<file path="config.mk">
export PLATFORM = sky130hd
export DESIGN_NAME = pcap_framing
export DESIGN_NICKNAME = d
export VERILOG_FILES = /design/src/rtl/pcap_framing_pkg.sv /design/src/rtl/pcap_edge_detect.sv /design/src/rtl/pcap_framing.sv
export SDC_FILE = /design/constraint.sdc
export NUM_CORES = 1
export LEC_CHECK = 0
export BUFFER_PORTS_ARGS = -buffer_cell sky130_fd_sc_hd__buf_4
export CAP_MARGIN = 40
export CORE_ASPECT_RATIO = 1.1
export CORE_MARGIN = 2
export CORE_UTILIZATION = 55
export DETAILED_ROUTE_END_ITERATION = 10
export GPL_TIMING_DRIVEN = 0
export PLACE_DENSITY_LB_ADDON = 0.25
export SETUP_SLACK_MARGIN = 0.3
export SYNTH_ARGS = -nofsm -noshare
export SYNTH_HDL_FRONTEND = slang
export SYNTH_SLANG_ARGS = --single-unit
</file>
<file path="constraint.sdc">
create_clock -name clk_i -period 8.88 [get_ports clk_i]
set_input_delay 1.776 -clock clk_i [delete_from_list [all_inputs] [get_ports clk_i]]
set_output_delay 1.776 -clock clk_i [all_outputs]
set_load 0.01 [all_outputs]
</file>
<file path="src/rtl/pcap_framing_pkg.sv">
// Shared definitions for the PCAP framing block: widths, FSM states and error codes.
package pcap_framing_pkg;

    localparam int TS_W   = 48;
    localparam int FLEN_W = 32;

    typedef enum logic [1:0] {
        IDLE    = 2'd0,
        ARMED   = 2'd1,
        ENABLED = 2'd2
    } state_t;

    localparam logic [1:0] ERR_NONE     = 2'd0;
    localparam logic [1:0] ERR_DOUBLE   = 2'd1;
    localparam logic [1:0] ERR_OVERFLOW = 2'd2;

endpackage

</file>
<file path="src/rtl/pcap_edge_detect.sv">
// Single-bit rising-edge detector: input high while its one-cycle-delayed copy is low.
module pcap_edge_detect (
    input  logic clk,
    input  logic rst,
    input  logic din,
    output logic rise
);

    logic din_dly;

    always_ff @(posedge clk or posedge rst) begin
        if (rst) begin
            din_dly <= 1'b0;
        end else begin
            din_dly <= din;
        end
    end

    assign rise = din & ~din_dly;

endmodule

</file>
<file path="src/rtl/pcap_framing.sv">
// PCAP acquisition framing: arms on a pulse, timestamps captures directly or per frame,
// and reports the frame length alongside each capture strobe.
module pcap_framing
    import pcap_framing_pkg::*;
(
    input  logic              clk_i,
    input  logic              reset_i,
    input  logic              arm_i,
    input  logic              disarm_i,
    input  logic              enable_i,
    input  logic              frame_i,
    input  logic              capture_i,
    input  logic              framed_mode_i,
    output logic              active_o,
    output logic              capture_o,
    output logic [TS_W-1:0]   capture_ts_o,
    output logic [FLEN_W-1:0] frame_length_o,
    output logic [1:0]        err_o
);

    state_t            state;
    logic [TS_W-1:0]   ts_count;
    logic [TS_W-1:0]   frame_start;
    logic [FLEN_W-1:0] frame_ticks;
    logic              framed;
    logic              frame_open;
    logic              pending;
    logic              arm_rise;
    logic              frame_rise;
    logic              capture_rise;

    pcap_edge_detect u_arm_edge     (.clk(clk_i), .rst(reset_i), .din(arm_i),     .rise(arm_rise));
    pcap_edge_detect u_frame_edge   (.clk(clk_i), .rst(reset_i), .din(frame_i),   .rise(frame_rise));
    pcap_edge_detect u_capture_edge (.clk(clk_i), .rst(reset_i), .din(capture_i), .rise(capture_rise));

    // Frame ticks count cycles after the opening edge, so the closing edge adds one.
    always_ff @(posedge clk_i or posedge reset_i) begin
        if (reset_i) begin
            state          <= IDLE;
            active_o       <= 1'b0;
            capture_o      <= 1'b0;
            capture_ts_o   <= '0;
            frame_length_o <= '0;
            err_o          <= ERR_NONE;
            ts_count       <= '0;
            frame_start    <= '0;
            frame_ticks    <= '0;
            framed         <= 1'b0;
            frame_open     <= 1'b0;
            pending        <= 1'b0;
        end else begin
            capture_o <= 1'b0;
            if (disarm_i) begin
                state      <= IDLE;
                active_o   <= 1'b0;
                pending    <= 1'b0;
                frame_open <= 1'b0;
            end else begin
                case (state)
                    IDLE: begin
                        if (arm_rise) begin
                            state       <= ARMED;
                            active_o    <= 1'b1;
                            ts_count    <= '0;
                            err_o       <= ERR_NONE;
                            framed      <= framed_mode_i;
                            pending     <= 1'b0;
                            frame_open  <= 1'b0;
                            frame_ticks <= '0;
                        end
                    end
                    ARMED: begin
                        if (enable_i) begin
                            state    <= ENABLED;
                            ts_count <= ts_count + TS_W'(1);
                        end
                    end
                    ENABLED: begin
                        if (!enable_i) begin
                            state      <= IDLE;
                            active_o   <= 1'b0;
                            pending    <= 1'b0;
                            frame_open <= 1'b0;
                        end else begin
                            ts_count <= ts_count + TS_W'(1);
                            if (!framed) begin
                                if (capture_rise) begin
                                    capture_o      <= 1'b1;
                                    capture_ts_o   <= ts_count;
                                    frame_length_o <= '0;
                                end
                            end else if (frame_rise) begin
                                if (pending) begin
                                    capture_o      <= 1'b1;
                                    capture_ts_o   <= frame_start;
                                    frame_length_o <= frame_ticks + FLEN_W'(1);
                                end
                                frame_start <= ts_count;
                                frame_ticks <= '0;
                                frame_open  <= 1'b1;
                                pending     <= capture_rise;
                            end else if (frame_open) begin
                                if (capture_rise && pending) begin
                                    err_o      <= ERR_DOUBLE;
                                    state      <= IDLE;
                                    active_o   <= 1'b0;
                                    pending    <= 1'b0;
                                    frame_open <= 1'b0;
                                end else if (frame_ticks == '1) begin
                                    err_o      <= ERR_OVERFLOW;
                                    state      <= IDLE;
                                    active_o   <= 1'b0;
                                    pending    <= 1'b0;
                                    frame_open <= 1'b0;
                                end else begin
                                    frame_ticks <= frame_ticks + FLEN_W'(1);
                                    if (capture_rise) begin
                                        pending <= 1'b1;
                                    end
                                end
                            end
                        end
                    end
                    default: begin
                        state <= IDLE;
                    end
                endcase
            end
        end
    end

endmodule

</file>
==> flow_summary.toml, run 1 <==
[status]
status = "completed"

[detailed_routing]
viasPerCell = 5.76
dr_total_vias = 7888
drc = 0
wl_per_cell_um = 17.4
drtIter0Drc = 521
ant_nets = 0
drt-total-wl_mm = 23.8
firstDrtPassIters = 5

[yosys]
yosysWarnings = 0
synth_nets = 1007
synthDistinctLibCells = 63
synthArstFlopShare = 1.00
ys_seq_area_frac = 0.525
synth_edf_count = 0
ys_ff_latch = 220
ys.flop_type = "dfrtp_1"
netlist_instances = 993
syn_area_um2 = 10500
synth.avg_cell_area_um2 = 10.6

[worst_setup_path]
r2r-start = "state[0]"
cp-start-kind = "input port"
critPathMaxFanout = 10
critPathArrivalTime_ns = 4.13
end_kind = "register"
critPathMaxStageDelay_ns = 0.58
worst_path_most_repeated_cell = "clkbuf_1"
critPathKind = "in -> reg"
r2r_end = "frame_start[7]"
r2r_cells = 8
rrSetupSlack_ns = 5.90
worstPathRequired_ns = 9.29
cp_cell_sequence = "buf_4, clkbuf_1, nor2_1, nand2_1, clkbuf_1, clkbuf_1, buf_2, nand2_1, o21ai_0"
crit_path_top_delay_cell = "clkbuf_1"

[global_route]
met2_usage = 0.428
grt_max_degree = 124
grt-ovfl-total = 0
grt_pass1_wl_mm = 39.6
antenna_found_initial = 0
grt_pass1_vias = 7897
met1_usage = 0.305
track_usage = 0.242
grt-busiest-layer = "met2"
grt_use_met3 = 0.0299

[floorplanning]
die_w_um = 136
start_util = 0.566
coreArea_um2 = 18500
die-area_um2 = 20200
io_pins = 92
die_y_um = 149
floorplan.rows = 52

[layout]
syn_to_final_growth_pct = 17.2
fin_util = 0.663
nNetsFinal = 1125
n_antenna_cell = 0
drive_above_1_share = 0.213

[cts]
ctsHoldBuffers = 0
cts_max_level = 1
postCtsSetupBuffers = 0
cts.path.max_buffers = 3
cts_buffers = 23
cts_resized = 0
cts_root_buf = "clkbuf_16"
clk_pin_slew_worst_paths_ns = 0.06
insertion_delay_ns = 0.51
cts_tree = "yes"
cts.sinks = 220

[sta]
whs_ns = 0.477
worstMarginPinSlew_ns = 0.928
maxSlewViolCount = 0
fmax_mhz = 269
finalCritPeriodShare = 0.418
rsz0062_at_grt = "false"
hold_viol_final = 0
layout_setup_ws_ns = 5.17
setup-violations-final = 0
finalCriticalPeriod_ns = 3.71
finalSetupTns_ns = 0
slew_headroom = 0.376
clock-skew-final_ns = 0.0189

[power]
pwr-share-seq = 0.475
switchingPower_w = 0.000497
vdd_drop_max_uv = 144
combPwrFrac = 0.069
internal_power_w = 0.00164
p_leak_nw = 5.64
clockPowerShare = 0.457
finalPower_w = 0.00214
switching_share = 0.233
power_density_nw_per_um2 = 174

[place]
dpl.hpwl_mm = 16.3
io_buffers = 91
post-place-ws_ns = 4.71
place_congestion = 0.840

[min_path]
hold_start = "frame_length_o[5]"
hp-class = "reg -> reg"
min_path_cells = 2
holdPathEnd = "frame_length_o[5]"

[job]
drv_cap = 0
cells in the mapped netlist (7+ instances only):
cell type  number  share of area
buf_2          17         0.0081
o211ai_1        7         0.0050
nor3_1         15         0.0072
xnor2_1        30          0.025
mux2i_1        49          0.047
and3_1         11         0.0066
xor2_1         40          0.033
o21ai_0        83          0.040
nand3_1        27          0.013
nand2_1       138          0.049
nor2_1         61          0.022
a31oi_1        11         0.0066
a21oi_1        15         0.0072
o31ai_1         7         0.0050
clkbuf_1       27         0.0097
inv_1          17         0.0061
o31ai_2        15          0.018
mux2_2         49          0.053
nand2b_1        9         0.0054
and4_1         11         0.0092
dfrtp_1       220           0.52
o21ai_1        35          0.017
nand4_1        19          0.011
metal layers:
layer / share of wire / vias to the layer above / routed length, um
met3: 0.044 / 52 / 1050
li1: - / 3737 / -
met2: 0.51 / 220 / 12100
met1: 0.42 / 3879 / 9930
met5: 0 / - / 0
met4: 0.030 / 0 / 721
per-stage QoR:
step | cells | cell area [um^2]
after global placement | 1327 | 11500
after global routing | 1370 | 12300
after floorplan | 993 | 10500
final | 1370 | 12300
after CTS | 1370 | 12300
after detailed placement | 1329 | 11500
state kept, by name, summed over array words and instances (netlist names):
signal                  cells
capture_ts_o               48
frame_start                48
ts_count                   48
frame_length_o             32
frame_ticks                32
err_o                       2
state                       2
active_o                    1
capture_o                   1
frame_open                  1
framed                      1
pending                     1
u_arm_edge.din_dly          1
u_capture_edge.din_dly      1
u_frame_edge.din_dly        1
worst max path at each step:
stage,start,end,depth (start not counted)
2_1_floorplan,reset_i,active_o,1
3_3_place_gp,reset_i,capture_o,2
3_5_place_dp,disarm_i,capture_ts_o[19],9
4_1_cts,disarm_i,capture_ts_o[24],9
5_1_grt,disarm_i,capture_ts_o[25],9
6_report,disarm_i,capture_ts_o[23],9
cells in the final DEF, fill, tap and decap left out, types with 15 or more instances in the layout:
master,instances
dfrtp_1,220
nor2_1,61
inv_1,16
o21ai_0,83
nand4_1,19
nand2_1,138
buf_2,17
clkbuf_1,32
xor2_1,40
o31ai_2,15
nand3_1,27
mux2i_1,49
o21ai_1,35
xnor2_1,30
a21oi_1,15
mux2_2,49
nor3_1,15
buf_4,93
clkbuf_16,23
cell type report:
type / instances / area, um^2
Inverter: 17 / 71.3
Sequential cell: 220 / 5510
Clock buffer: 37 / 718
Multi-Input combinational cell: 704 / 4670
Clock inverter: 4 / 55.1
Tap cell: 243 / 304
Fill cell: 1421 / 6240
Timing Repair Buffer: 93 / 718
Buffer: 52 / 258
critical path, delay by kind of cell:
family	cells	cell delay (ns)
buffers and inverters	5	1.83
AOI/OAI and AO/OA	1	0.08
and+or+nand+nor	3	0.42
power by group through the flow:
stage	combinational (W)	clock, W	sequential, W
2_1_floorplan	0.000109	0	0.00103
3_3_place_gp	0.000145	0	0.00103
3_5_place_dp	0.000148	0	0.00103
4_1_cts	0.000149	0.000997	0.00101
5_1_grt	0.000162	0.00104	0.00101
6_report	0.000146	0.000977	0.00101
logic make-up (layout without fill, tap and decap cells):
family,after synthesis,after routing,synth area share
AOI/OAI and AO/OA,200,200,0.123
xor gates and xnor gates,70,70,0.0584
adders and majority gates,6,6,0.00716
buffers and inverters,69,203,0.0307
DFF,220,220,0.525
muxes,98,98,0.0994
and+or+nand+nor,330,330,0.156
No activity file was read; power rests on OpenSTA's default activity.
==> inputs of run 2 (changes only) <==
ABC_AREA = 1   (was unset)
CORE_UTILIZATION = 54   (was 55)
clock period = 3.1 ns   (was 8.88 ns; I/O delays follow)
==> flow_summary.toml, run 2 <==
[layout]
nNetsFinal = 1502
largestRegisters = "capture_ts_o (48), frame_start (48), ts_count (48)"
fin_util = 0.644
layout_common_cells = "435 x nand2_1, 220 x dfrtp_1, 171 x o21ai_0"
final_common_cell = "nand2_1"
drive_above_1_share = 0.144
n_antenna_cell = 0
syn_to_final_growth_pct = 17.6
fillers = 1713

[sta]
hold_viol_final = 0
worstMarginPinSlew_ns = 0.653
slew_headroom = 0.565
setup-violations-final = 0
finalCritPeriodShare = 0.745
rsz0062_at_grt = "false"
layout_setup_ws_ns = 0.790
fmax_mhz = 433
finalCriticalPeriod_ns = 2.31
maxSlewViolCount = 0
clock-skew-final_ns = 0.00994

[global_route]
track_usage = 0.264
met2_usage = 0.449
grt-ovfl-total = 0
antenna_found_initial = 0
grt-busiest-layer = "met2"
grt_use_met3 = 0.0302
grt_pass1_vias = 9563
met1_usage = 0.349
grt_pass1_wl_mm = 46.5
grt_max_degree = 40

[power]
internal_power_w = 0.00495
clockPowerShare = 0.425
p_leak_nw = 5.89
switchingPower_w = 0.00178
vdd_drop_max_uv = 474
switching_share = 0.264
power_density_nw_per_um2 = 529
combPwrFrac = 0.120
pwr-share-seq = 0.455

[cts]
cts_buffers = 23
cts_max_level = 1
cts_root_buf = "clkbuf_16"
cts.path.max_buffers = 3
cts_resized = 0
cts.sinks = 220
postCtsSetupBuffers = 0
cts_tree = "yes"
ctsHoldBuffers = 0
clk_pin_slew_worst_paths_ns = 0.07
insertion_delay_ns = 0.51

[worst_setup_path]
critPathMaxStageDelay_ns = 0.52
crit_path_top_delay_cell = "clkbuf_1"
critPathMaxFanout = 10
cp-start-kind = "register"
critPathArrivalTime_ns = 2.74
critPathKind = "reg -> reg"
end_kind = "register"
worstPathRequired_ns = 3.53
cp_cell_sequence = "inv_1, ha_1, clkbuf_1, inv_1, nand2_1, buf_2, o21ai_0, a21oi_1"
worst_path_most_repeated_cell = "inv_1"

[yosys]
syn_area_um2 = 10800
synth_nets = 1380
yosysMostFrequentCell = "nand2_1"
yosysWarnings = 0
ys.flop_type = "dfrtp_1"
synthArstFlopShare = 1.00
yosysTopAreaCellShare = 0.509
netlist_instances = 1366
synth.avg_cell_area_um2 = 7.91
ys_seq_area_frac = 0.509
ys_ff_latch = 220
synth_edf_count = 0
yosys-top-cells-area = "dfrtp_1 51%, nand2_1 15%, o21ai_0 7.9%"
ys_top_cells_by_count = "435 x nand2_1, 220 x dfrtp_1, 171 x o21ai_0"
synthDistinctLibCells = 33
yosys.area.top_type = "dfrtp_1"

[floorplanning]
die-area_um2 = 21200
floorplan.rows = 54
coreArea_um2 = 19700
start_util = 0.548
io_pins = 92
die_w_um = 139
die_y_um = 152

[detailed_routing]
drt-total-wl_mm = 27.7
viasPerCell = 5.44
dr_total_vias = 9556
wl_per_cell_um = 15.8
firstDrtPassIters = 5
drtIter0Drc = 756
ant_nets = 0
drc = 0

[place]
dpl.hpwl_mm = 20.4
place_congestion = 0.927
io_buffers = 91
post-place-ws_ns = 0.806

[min_path]
hp-class = "in -> async"

[job]
drv_cap = 0

[status]
status = "completed"
## run 2: critical path, delay by kind of cell, from the launching register on
family / cells / cell delay, ns
simple gates: 1 / 0.24
compound gates: 2 / 0.31
buf+inv: 4 / 0.97
flops: 1 / 0.39
fa+ha+maj: 1 / 0.32
## run 2: final timing paths
kind                                      start              endpoint  slack, ns  cells after the start
worst max-delay path                   state[0]          ts_count[21]       0.79                      8
worst min-delay path                    reset_i               pending       0.10                      2
worst max register to register         state[0]          ts_count[21]       0.79                      8
worst min register to register  frame_start[43]       frame_start[43]       0.48                      2
max in group asynchronous               reset_i      capture_ts_o[37]       1.96                      5
min in group clk_i                      frame_i  u_frame_edge.din_dly       0.22                      1
## run 2: power by group through the flow
| stage | clock [W] | sequential [W] | combinational [W] |
|---|---|---|---|
| finish | 0.00286 | 0.00306 | 0.000806 |
| global route | 0.00301 | 0.00307 | 0.000899 |
| CTS | 0.00289 | 0.00306 | 0.000808 |
| detailed placement | 0 | 0.00311 | 0.000800 |
| global placement | 0 | 0.00311 | 0.000766 |
| floorplan | 0 | 0.00311 | 0.000506 |
## run 2: cell families (layout without fill, tap and decap cells)
logic type / Yosys count / in the layout / share of synthesized area
adders and majority gates: 6 / 6 / 0.00695
buffers and inverters: 167 / 305 / 0.0662
and+or+nand+nor: 689 / 689 / 0.268
xor gates and xnor gates: 27 / 27 / 0.0219
DFF: 220 / 220 / 0.509
AOI/OAI and AO/OA: 257 / 257 / 0.128
## run 2: area by class of cell
cell class                      instances  area (um^2)  share of cell area
Multi-Input combinational cell        979         4590               0.361
Sequential cell                       220         5510               0.433
Clock inverter                         11          134              0.0105
Clock buffer                           30          642              0.0505
Timing Repair Buffer                   97          803              0.0632
Tap cell                              252          315              0.0248
Buffer                                 48          269              0.0212
Inverter                              119          450              0.0355
## run 2: through the flow
stage / total power (W) / cells / area [um^2] / hold slack, ns / setup TNS [ns]
after floorplan: 0.00361 / 1366 / 10800 / 0.448 / -85.38
after global placement: 0.00387 / 1709 / 11800 / 0.461 / -368.62
after detailed placement: 0.00391 / 1715 / 11900 / 0.466 / 0
after CTS: 0.00676 / 1756 / 12700 / 0.102 / 0
after global routing: 0.00698 / 1756 / 12700 / 0.124 / 0
final: 0.00673 / 1756 / 12700 / 0.104 / 0
## run 2: routing by layer
layer | part of all wire | vias up
li1 | - | 4651
met1 | 0.42 | 4531
met2 | 0.49 | 306
met3 | 0.051 | 68
met4 | 0.036 | 0
met5 | 0 | -
==> inputs of run 3 (changes only) <==
clock period = 1.9 ns   (was 3.1 ns; I/O delays follow)
==> flow_summary.toml, run 3 (synthesized netlist as in run 2, its figures left out) <==
[cts]
cts.sinks = 220
cts_buffers = 23
clk_pin_slew_worst_paths_ns = 0.06
cts_root_buf = "clkbuf_16"
cts_tree = "yes"
insertion_delay_ns = 0.53
cts_max_level = 1
cts.path.max_buffers = 3

[sta]
finalSetupTns_ns = -4.82
worstMarginPinSlew_ns = 0.663
fmax_mhz = 482
hold_viol_final = 0
layout_setup_ws_ns = -0.173
slew_headroom = 0.553
maxSlewViolCount = 0
finalCritPeriodShare = 1.09
setup-violations-final = 77
finalCriticalPeriod_ns = 2.07
clock-skew-final_ns = 0.0249
whs_ns = 0.132
rsz0062_at_grt = "true"

[worst_setup_path]
cp-start-kind = "register"
critPathMaxFanout = 6
critPathMaxStageDelay_ns = 0.40
worstPathRequired_ns = 2.30
cp_cell_sequence = "inv_2, ha_4, buf_6, nor2_2, nor2_2, o21ai_2, nor2_4, buf_12, nand2_8, buf_12, buf_16, nand2_2, nand2_1"
crit_path_top_delay_cell = "dfrtp_1"
critPathKind = "reg -> reg"
critPathArrivalTime_ns = 2.48
end_kind = "register"

[place]
dpl.hpwl_mm = 20.6
place_congestion = 0.954
io_buffers = 91
placed_cells = 1715

[global_route]
grt-ovfl-total = 0
antenna_found_initial = 1
track_usage = 0.304
grt_pass1_wl_mm = 52.3
grt_max_degree = 41
grt_pass1_vias = 10300

[status]
violations = "setup timing"
status = "complete, but fails checks"

[detailed_routing]
wl_per_cell_um = 20.5
dr_total_vias = 11300
firstDrtPassIters = 6
drt-total-wl_mm = 38.2
drc = 0
ant_nets = 0
drtIter0Drc = 1080
viasPerCell = 6.08

[layout]
drive_above_1_share = 0.355
largestRegisters = "capture_ts_o (48), frame_start (48), ts_count (48)"
fin_util = 0.785
layout_common_cells = "353 x nand2_1, 202 x dfrtp_1, 142 x buf_4"
syn_to_final_growth_pct = 43.3
final_common_cell = "nand2_1"
final_cells = 1859
fillers = 1110
nNetsFinal = 1607

[floorplanning]
start_util = 0.548
die_y_um = 152
io_pins = 92
floorplan.rows = 54
die_w_um = 139
coreArea_um2 = 19700
die-area_um2 = 21200

[min_path]
hp-class = "in -> reg"

[power]
p_leak_nw = 7.04
vdd_drop_max_uv = 601
power_density_nw_per_um2 = 747

[job]
drv_cap = 0
==> run 3: cell types whose count changed in the layout (fill, tap and decap cells not counted), sizes merged <==
cell / change
clkinv: -5
clkinvlp: +2
diode: +1
bufinv: -2
dlygate4sd3: +5
buf: +98
clkbuf: +5
inv: -1
==> run 3: worst paths after layout <==
kind                                            to       startpoint  depth (start not counted)  slack, ns
worst max-delay path               frame_ticks[22]         state[0]                         13      -0.17
worst min-delay path                        framed    framed_mode_i                          3       0.13
worst max register to register     frame_ticks[22]         state[0]                         13      -0.17
worst min register to register     frame_start[44]  frame_start[44]                          2       0.49
max in group asynchronous         capture_ts_o[28]          reset_i                          7       0.36
min in group asynchronous       frame_length_o[27]          reset_i                          4       0.50
==> run 3: final cells by class <==
cell class,instances,area [um^2],share of cell area
Antenna cell,1,2.50,0.000162
Buffer,48,623,0.0402
Clock buffer,34,657,0.0424
Clock inverter,4,47.5,0.00307
Inverter,119,490,0.0317
Multi-Input combinational cell,979,5740,0.370
Sequential cell,220,5530,0.357
Tap cell,252,315,0.0204
Timing Repair Buffer,201,2080,0.135
Timing Repair inverter,1,6.26,0.000404
==> run 3: metal layers <==
| metal | global-route usage | vias to the layer above | part of all wire |
|---|---|---|---|
| met1 | 0.379 | 5442 | 0.35 |
| met2 | 0.525 | 734 | 0.49 |
| met4 | 0.153 | 0 | 0.080 |
| met5 | 0 | - | 0 |
| li1 | - | 4870 | - |
| met3 | 0.0374 | 256 | 0.081 |
==> run 3: through the flow <==
step | setup WS (ns) | instance area, um^2 | total power [W]
final | -0.173 | 15500 | 0.0116
after global routing | -0.215 | 15500 | 0.0119
after CTS | 0.0135 | 14200 | 0.0111
after detailed placement | -0.221 | 12100 | 0.00646
after global placement | -2.68 | 12000 | 0.00641
after floorplan | -1.35 | 11000 | 0.00597
==> run 3: critical path, delay by kind of cell, from the launching register on <==
kind	cells	cell delay (ns)
flops	1	0.40
simple gates	6	0.60
compound gates	1	0.11
buf+inv	5	0.63
fa+ha+maj	1	0.20
==> run 3: where the power goes <==
part / internal (W) / switching (W) / leakage [nW] / total [W]
Combinational: 0.000861 / 0.00129 / 3.73 / 0.00215
Sequential: 0.00486 / 0.000165 / 2.97 / 0.00502
Clock: 0.00251 / 0.00188 / 0.343 / 0.00439
==> run 3: timing repair <==
item / 4_1_cts / 5_1_grt
hold endpoints to repair: 8 / 0
setup buffers: 40 / 39
gates cloned: 14 / 7
pin swaps: 34 / 61
resized for setup: 250 / 276
setup endpoints to repair: 208 / 254
hold buffers: 5 / 0
